## src/rtl/bp_be_branch_resolver_pkg.sv

```systemverilog
// bp_be_branch_resolver_pkg: config, fetch-metadata layout and
// resolve/redirect/attaboy bundles shared by the BE branch resolver.
package bp_be_branch_resolver_pkg;

   typedef enum logic [0:0] {
      e_bp_default_cfg
   } bp_cfg_e;

   function automatic int bp_vaddr_width(bp_cfg_e cfg);
      int w;
      unique case (cfg)
         e_bp_default_cfg: w = 39;
         default:          w = 39;
      endcase
      return w;
   endfunction

   localparam int vaddr_width_gp = bp_vaddr_width(e_bp_default_cfg);

   typedef struct packed {
      logic [7:0] ghist;
      logic [5:0] bht_row;
      logic [1:0] bht_val;
      logic       src_btb;
      logic       is_jalr;
      logic       is_jal;
      logic       is_br;
   } bp_fe_branch_metadata_fwd_s;

   localparam int branch_metadata_fwd_width_gp =
      $bits(bp_fe_branch_metadata_fwd_s);

   typedef struct packed {
      logic                       epoch;
      logic [vaddr_width_gp-1:0]  pc;
      logic [vaddr_width_gp-1:0]  npc_pred;
      logic [vaddr_width_gp-1:0]  tgt;
      logic                       taken;
      bp_fe_branch_metadata_fwd_s metadata;
   } bp_be_resolve_s;

   typedef struct packed {
      bp_fe_branch_metadata_fwd_s metadata;
      logic                       taken;
      logic                       ntaken;
   } bp_be_attaboy_s;

   typedef struct packed {
      logic [vaddr_width_gp-1:0]  pc;
      logic                       br_v;
      bp_fe_branch_metadata_fwd_s metadata;
      logic                       taken;
      logic                       ntaken;
   } bp_be_redirect_s;

   typedef enum logic [0:0] {
      e_run,
      e_redir
   } bp_be_resolver_state_e;

endpackage

```

## src/rtl/bp_be_branch_resolver_attaboy_queue.sv

```systemverilog
// bp_be_branch_resolver_attaboy_queue: small 1r1w FIFO of correct
// predictions, drained by the FE with valid-yumi.
module bp_be_branch_resolver_attaboy_queue
   import bp_be_branch_resolver_pkg::*;
 #(parameter int els_p = 4
   ,localparam int ptr_w_lp = $clog2(els_p)
   )
  (input  logic           clk_i
   ,input  logic           reset_i
   ,input  logic           v_i
   ,input  bp_be_attaboy_s data_i
   ,output logic           ready_o
   ,output logic           v_o
   ,output bp_be_attaboy_s data_o
   ,input  logic           yumi_i
   );

   typedef logic [ptr_w_lp-1:0] ptr_t;
   typedef logic [ptr_w_lp:0]   cnt_t;

   bp_be_attaboy_s mem_r [els_p];
   ptr_t           wptr_r;
   ptr_t           rptr_r;
   cnt_t           cnt_r;
   logic           full;
   logic           empty;
   logic           push;
   logic           pop;

   // depth is a power of two, so the count MSB alone marks full
   assign full  = cnt_r[ptr_w_lp];
   assign empty = (cnt_r == '0);
   assign push  = v_i & ~full;
   assign pop   = yumi_i & ~empty;

   always_ff @(posedge clk_i or posedge reset_i) begin
      if (reset_i) begin
         wptr_r <= '0;
         rptr_r <= '0;
         cnt_r  <= '0;
      end else begin
         wptr_r <= wptr_r + ptr_t'(push);
         rptr_r <= rptr_r + ptr_t'(pop);
         cnt_r  <= cnt_r + cnt_t'(push) - cnt_t'(pop);
      end
   end

   always_ff @(posedge clk_i) begin
      if (push)
         mem_r[wptr_r] <= data_i;
   end

   assign ready_o = ~full;
   assign v_o     = ~empty;
   assign data_o  = empty ? '0 : mem_r[rptr_r];

endmodule

```

## src/rtl/bp_be_branch_resolver.sv

```systemverilog
// bp_be_branch_resolver: compares resolved targets against FE predictions,
// issues one-cycle redirects and queues attaboys for correct predictions.
module bp_be_branch_resolver
   import bp_be_branch_resolver_pkg::*;
 #(parameter bp_cfg_e bp_params_p = e_bp_default_cfg
   ,parameter int attaboy_els_p = 4
   ,localparam int vaddr_width_p = bp_vaddr_width(bp_params_p)
   ,localparam int bmfw_p = branch_metadata_fwd_width_gp
   )
  (input  logic                     clk_i
   ,input  logic                     reset_i
   ,input  logic                     resolve_v_i
   ,output logic                     resolve_ready_o
   ,input  logic                     resolve_epoch_i
   ,input  logic [vaddr_width_p-1:0] resolve_pc_i
   ,input  logic [vaddr_width_p-1:0] resolve_npc_pred_i
   ,input  logic [vaddr_width_p-1:0] resolve_tgt_i
   ,input  logic                     resolve_taken_i
   ,input  logic [bmfw_p-1:0]        resolve_br_metadata_i
   ,input  logic                     trap_v_i
   ,input  logic [vaddr_width_p-1:0] trap_pc_i
   ,output logic                     redirect_v_o
   ,output logic [vaddr_width_p-1:0] redirect_pc_o
   ,output logic                     redirect_br_v_o
   ,output logic [bmfw_p-1:0]        redirect_br_metadata_o
   ,output logic                     redirect_br_taken_o
   ,output logic                     redirect_br_ntaken_o
   ,output logic                     attaboy_v_o
   ,input  logic                     attaboy_yumi_i
   ,output logic [bmfw_p-1:0]        attaboy_br_metadata_o
   ,output logic                     attaboy_taken_o
   ,output logic                     attaboy_ntaken_o
   );

   bp_be_resolve_s             res;
   bp_fe_branch_metadata_fwd_s md;
   bp_be_attaboy_s             ab_entry;
   bp_be_attaboy_s             ab_head;
   bp_be_redirect_s            redir_n;
   bp_be_redirect_s            redir_r;
   bp_be_resolver_state_e      state_n;
   bp_be_resolver_state_e      state_r;
   logic                       epoch_r;
   logic                       accept;
   logic                       cf;
   logic                       mis;
   logic                       cur;
   logic                       mis_evt;
   logic                       push;
   logic                       redir_evt;
   logic                       unused_pc;

   assign res = '{epoch:    resolve_epoch_i
                 ,pc:       resolve_pc_i
                 ,npc_pred: resolve_npc_pred_i
                 ,tgt:      resolve_tgt_i
                 ,taken:    resolve_taken_i
                 ,metadata: bp_fe_branch_metadata_fwd_s'(resolve_br_metadata_i)
                 };
   assign md        = res.metadata;
   assign unused_pc = ^res.pc;

   assign accept  = resolve_v_i & resolve_ready_o;
   assign cf      = md.is_br | md.is_jal | md.is_jalr;
   assign mis     = (res.tgt != res.npc_pred);
   assign cur     = (res.epoch == epoch_r);
   // a trap wins the cycle; the resolve is still consumed silently
   assign mis_evt = accept & cur & mis & ~trap_v_i;
   assign push    = accept & cur & ~mis & cf & ~trap_v_i;

   assign ab_entry = '{metadata: md
                      ,taken:    res.taken
                      ,ntaken:   md.is_br & ~res.taken
                      };

   always_comb begin
      state_n = e_run;
      redir_n = '0;
      unique case (1'b1)
         trap_v_i: begin
            state_n    = e_redir;
            redir_n.pc = trap_pc_i;
         end
         mis_evt: begin
            state_n          = e_redir;
            redir_n.pc       = res.tgt;
            redir_n.br_v     = cf | md.src_btb;
            redir_n.metadata = md;
            redir_n.taken    = ab_entry.taken;
            redir_n.ntaken   = ab_entry.ntaken;
         end
         default: ;
      endcase
   end

   assign redir_evt = (state_n == e_redir);

   always_ff @(posedge clk_i or posedge reset_i) begin
      if (reset_i) begin
         state_r <= e_run;
         redir_r <= '0;
         epoch_r <= 1'b0;
      end else begin
         state_r <= state_n;
         redir_r <= redir_n;
         epoch_r <= epoch_r ^ redir_evt;
      end
   end

   assign redirect_v_o           = (state_r == e_redir);
   assign redirect_pc_o          = redir_r.pc;
   assign redirect_br_v_o        = redir_r.br_v;
   assign redirect_br_metadata_o = redir_r.metadata;
   assign redirect_br_taken_o    = redir_r.taken;
   assign redirect_br_ntaken_o   = redir_r.ntaken;

   bp_be_branch_resolver_attaboy_queue
    #(.els_p(attaboy_els_p))
    queue
     (.clk_i   (clk_i)
      ,.reset_i (reset_i)
      ,.v_i     (push)
      ,.data_i  (ab_entry)
      ,.ready_o (resolve_ready_o)
      ,.v_o     (attaboy_v_o)
      ,.data_o  (ab_head)
      ,.yumi_i  (attaboy_yumi_i)
      );

   assign attaboy_br_metadata_o = ab_head.metadata;
   assign attaboy_taken_o       = ab_head.taken;
   assign attaboy_ntaken_o      = ab_head.ntaken;

endmodule

```

## config.mk

```make
export PLATFORM = sky130hd
export DESIGN_NAME = bp_be_branch_resolver
export DESIGN_NICKNAME = d
export VERILOG_FILES = /design/src/rtl/bp_be_branch_resolver_pkg.sv /design/src/rtl/bp_be_branch_resolver_attaboy_queue.sv /design/src/rtl/bp_be_branch_resolver.sv
export SDC_FILE = /design/constraint.sdc
export NUM_CORES = 1
export LEC_CHECK = 0
export BUFFER_PORTS_ARGS = -buffer_cell sky130_fd_sc_hd__buf_2
export CAP_MARGIN = 20
export CORE_MARGIN = 10
export CORE_UTILIZATION = 35
export CTS_CLUSTER_DIAMETER = 50
export DETAILED_ROUTE_END_ITERATION = 8
export PLACE_DENSITY_LB_ADDON = 0.12
export SLEW_MARGIN = 20
export SYNTH_ARGS = -nofsm -noshare
export SYNTH_HDL_FRONTEND = slang
export SYNTH_SLANG_ARGS = --single-unit
```

## constraint.sdc

```tcl
create_clock -name clk_i -period 11.75 [get_ports clk_i]
set_input_delay 2.35 -clock clk_i [delete_from_list [all_inputs] [get_ports clk_i]]
set_output_delay 2.35 -clock clk_i [all_outputs]
set_load 0.02 [all_outputs]
```

==> flow_metrics.env <==
export IMPL_status="finished, final reports clean"
export IMPL_syn_area_um2=6390
export IMPL_worstSetupStartpoint="queue.rptr_r[0]"
export IMPL_synth_ff_type="edfxtp_1"
export IMPL_synth_distinct_cells=33
export IMPL_hold_ws_ps=552
export IMPL_synth_seq_cells=159
export IMPL_crit_path_cell_trace="mux4_2, nor2b_1, buf_2"
export IMPL_seqCellArea_um2=4420
export IMPL_grt_setup_unrepaired="no"
export IMPL_fin_skew_ps=11.2
export IMPL_min_period_ps=4610
export IMPL_numCtsBuffers=17
export IMPL_vias=4046
export IMPL_clk_latency_ps=420
export IMPL_async_flop_share_pct=44.7
export IMPL_p_per_area_nw_per_um2=195
export IMPL_cts_tree="done"
export IMPL_grt_usage_pct=14.6
export IMPL_postPlaceCellArea_um2=7820
export IMPL_drc=0
export IMPL_io_pins=270
export IMPL_max_slew_margin_pct=36.0
export IMPL_nFillCells=1630
export IMPL_crit_fanout=23
export IMPL_maxCapViolCount=0
export IMPL_clockRootBuffer="clkbuf_16"
export IMPL_grt_remaining_overflow=0
export IMPL_design_die_area_um2=24100
export IMPL_syn_avg_cell_area_um2=17.0
export IMPL_r2r_start="queue.cnt_r[2]"
export IMPL_finalNonFillerCells=856
export IMPL_detailed_place_hpwl_um=12600
export IMPL_yosys_warnings=0
export IMPL_numPortBuffers=230
export IMPL_die_w_um=155
export IMPL_wl_per_cell_um=20.2
export IMPL_required_ps=9400
export IMPL_min_delay_start="queue.wptr_r[1]"
export IMPL_cts_hold_buf=0
export IMPL_multi_input_area_um2=1860
export IMPL_hold_class="flip-flop to flip-flop"
export IMPL_critPathLaunchType="flip-flop"
export IMPL_stdcell_area_um2=8420
export IMPL_worstMarginPinSlew_ps=960
export IMPL_finalCritPeriodShare_pct=39.3
export IMPL_routed_via_density=4.73
export IMPL_cp_data_arrival_time_ps=2260
export IMPL_slowest_stage="dfrtp_2"
export IMPL_finalPower_uw=1640
export IMPL_ir_worst_vdd_mv=0.0944
export IMPL_ys_seq_area_share_pct=69.1
export IMPL_finalHoldViolations=0
export IMPL_setup_tns_ps=0
export IMPL_cts_resized=0
export IMPL_finalWirelength_um=17300
export IMPL_post_cts_setup_buffer_count=0
export IMPL_grt_pass1_wl_um=26700
export IMPL_cts_max_path_buffers=2
export IMPL_fp_coreArea_um2=18000
export IMPL_drtAntennaViolNets=0
export IMPL_nets=803
export IMPL_timing_fmax_mhz=217
export IMPL_power_leakage_uw=0.00367
export IMPL_synthCells=375
export IMPL_placed_cells=825
export IMPL_grt_max_degree=72
export IMPL_area_growth_pct=31.7
export IMPL_first_pass_iters=4
export IMPL_drt_iter0_drc=127
export IMPL_first_global_vias=4666
export IMPL_finalMaxSlewViolations=0
export IMPL_htreeDepth=4
export IMPL_clk_pin_slew_ps=60
export IMPL_cts_sinks=159
export IMPL_synthesis_nets=563
export IMPL_die_y_um=155
export IMPL_synth_edf_count=88
export IMPL_drive_above_1_share_pct=47.8
export IMPL_cpPeakStageDelay_ps=910
export IMPL_initial_core_util_pct=35.6
export IMPL_antenna_found_initial=2
export IMPL_worstSetupEndpointType="primary output"
export IMPL_num_rows=49
export IMPL_gp_congestion=0.819
export IMPL_setup_violations=0
export IMPL_antenna_cells=0
export IMPL_path_class="flip-flop to primary output"
## final cells by class
| cell class | count | area share [%] |
|---|---|---|
| clock inverters | 10 | 1.93 |
| repair buffers | 238 | 14.4 |
| inverters | 11 | 0.505 |
| multi-input cells | 188 | 22.1 |
| clock buffers | 21 | 5.23 |
| flip-flops and latches | 159 | 52.5 |
| well taps | 229 | 3.40 |
## cells in the final DEF (no fill, tap or decap), types with 2 or more instances in the layout
cell	Yosys	layout
buf_2	2	230
edfxtp_1	88	88
dfrtp_1	71	70
a22o_1	39	39
xnor2_1	38	38
nor2b_1	24	24
mux4_2	22	22
and2_1	22	22
clkbuf_16	0	17
nand4_1	9	9
inv_1	10	9
buf_4	0	8
xor2_1	6	6
nor4_2	1	5
ha_1	4	4
bufinv_16	0	4
clkbuf_1	8	4
nor4_4	2	2
nand2_1	2	2
nor2_1	2	2
or2_2	2	2
clkinv_2	0	2
clkinv_4	0	2
## flip-flops by register name, summed over array words and instances (netlist names), 2 cells and up
signal                  cells
queue.mem_r                88
redirect_pc_o              39
redirect_br_metadata_o     20
queue.cnt_r                 3
queue.rptr_r                2
queue.wptr_r                2
## worst max-delay path, delay by kind of cell, from the launching register on
family / cells / cell delay (ps)
buffers and inverters: 1 / 170
DFF: 1 / 910
muxes: 1 / 600
and+or+nand+nor: 1 / 160
## final timing paths
check,slack [ps],cells past startpoint,endpoint
max in group asynchronous,8820,3,queue.rptr_r[0]
max,7140,3,attaboy_br_metadata_o[0]
min in group asynchronous,2210,3,redirect_pc_o[38]
min,550,1,queue.wptr_r[1]
min reg2reg,550,1,queue.wptr_r[1]
max reg2reg,9340,6,queue.mem_r[2][21]
## power by group
| part | internal, uW | switching (uW) | total [uW] |
|---|---|---|---|
| sequential | 619 | 41.0 | 660 |
| combinational | 189 | 228 | 417 |
| clock | 355 | 212 | 567 |
| total | 1160 | 481 | 1640 |
## cells by family after synthesis
logic type      count (synthesis)  share of synthesized area [%]
flops                         159                           69.1
simple gates                   72                           7.40
compound gates                 45                           6.30
xor+xnor                       44                           6.03
buf+inv                        28                           2.29
mux                            22                           7.75
fa+ha+maj                       5                           1.10
## stage by stage
stage	utilization [%]	worst slack, ps
finish	46.9	7140
global route	46.9	6920
CTS	46.9	7020
detailed placement	43.5	6680
global placement	43.5	6740
floorplan	-	5810
## routing by layer
metal	share of wire, %	global-route usage (%)
met3	11	7.72
met1	39	16.1
met2	49	23.8
met4	1.2	4.36
met5	0.081	0
## cell usage after synthesis (all sizes together), types with 2 or more instances
master,n,area (um^2)
ha,4,50.1
buf,8,70.1
nand2,2,7.51
xnor2,38,333
mux4,22,495
and2,22,138
nand4,9,56.3
nor2b,24,150
or2,2,12.5
inv,11,41.3
nor2,2,7.51
edfxtp,88,2640
nor3,2,10.0
a31oi,2,27.5
nor4,7,80.1
dfrtp,71,1780
a22o,39,342
clkbuf,9,35.0
xor2,6,52.6
No activity file was read; power rests on OpenSTA's default activity.
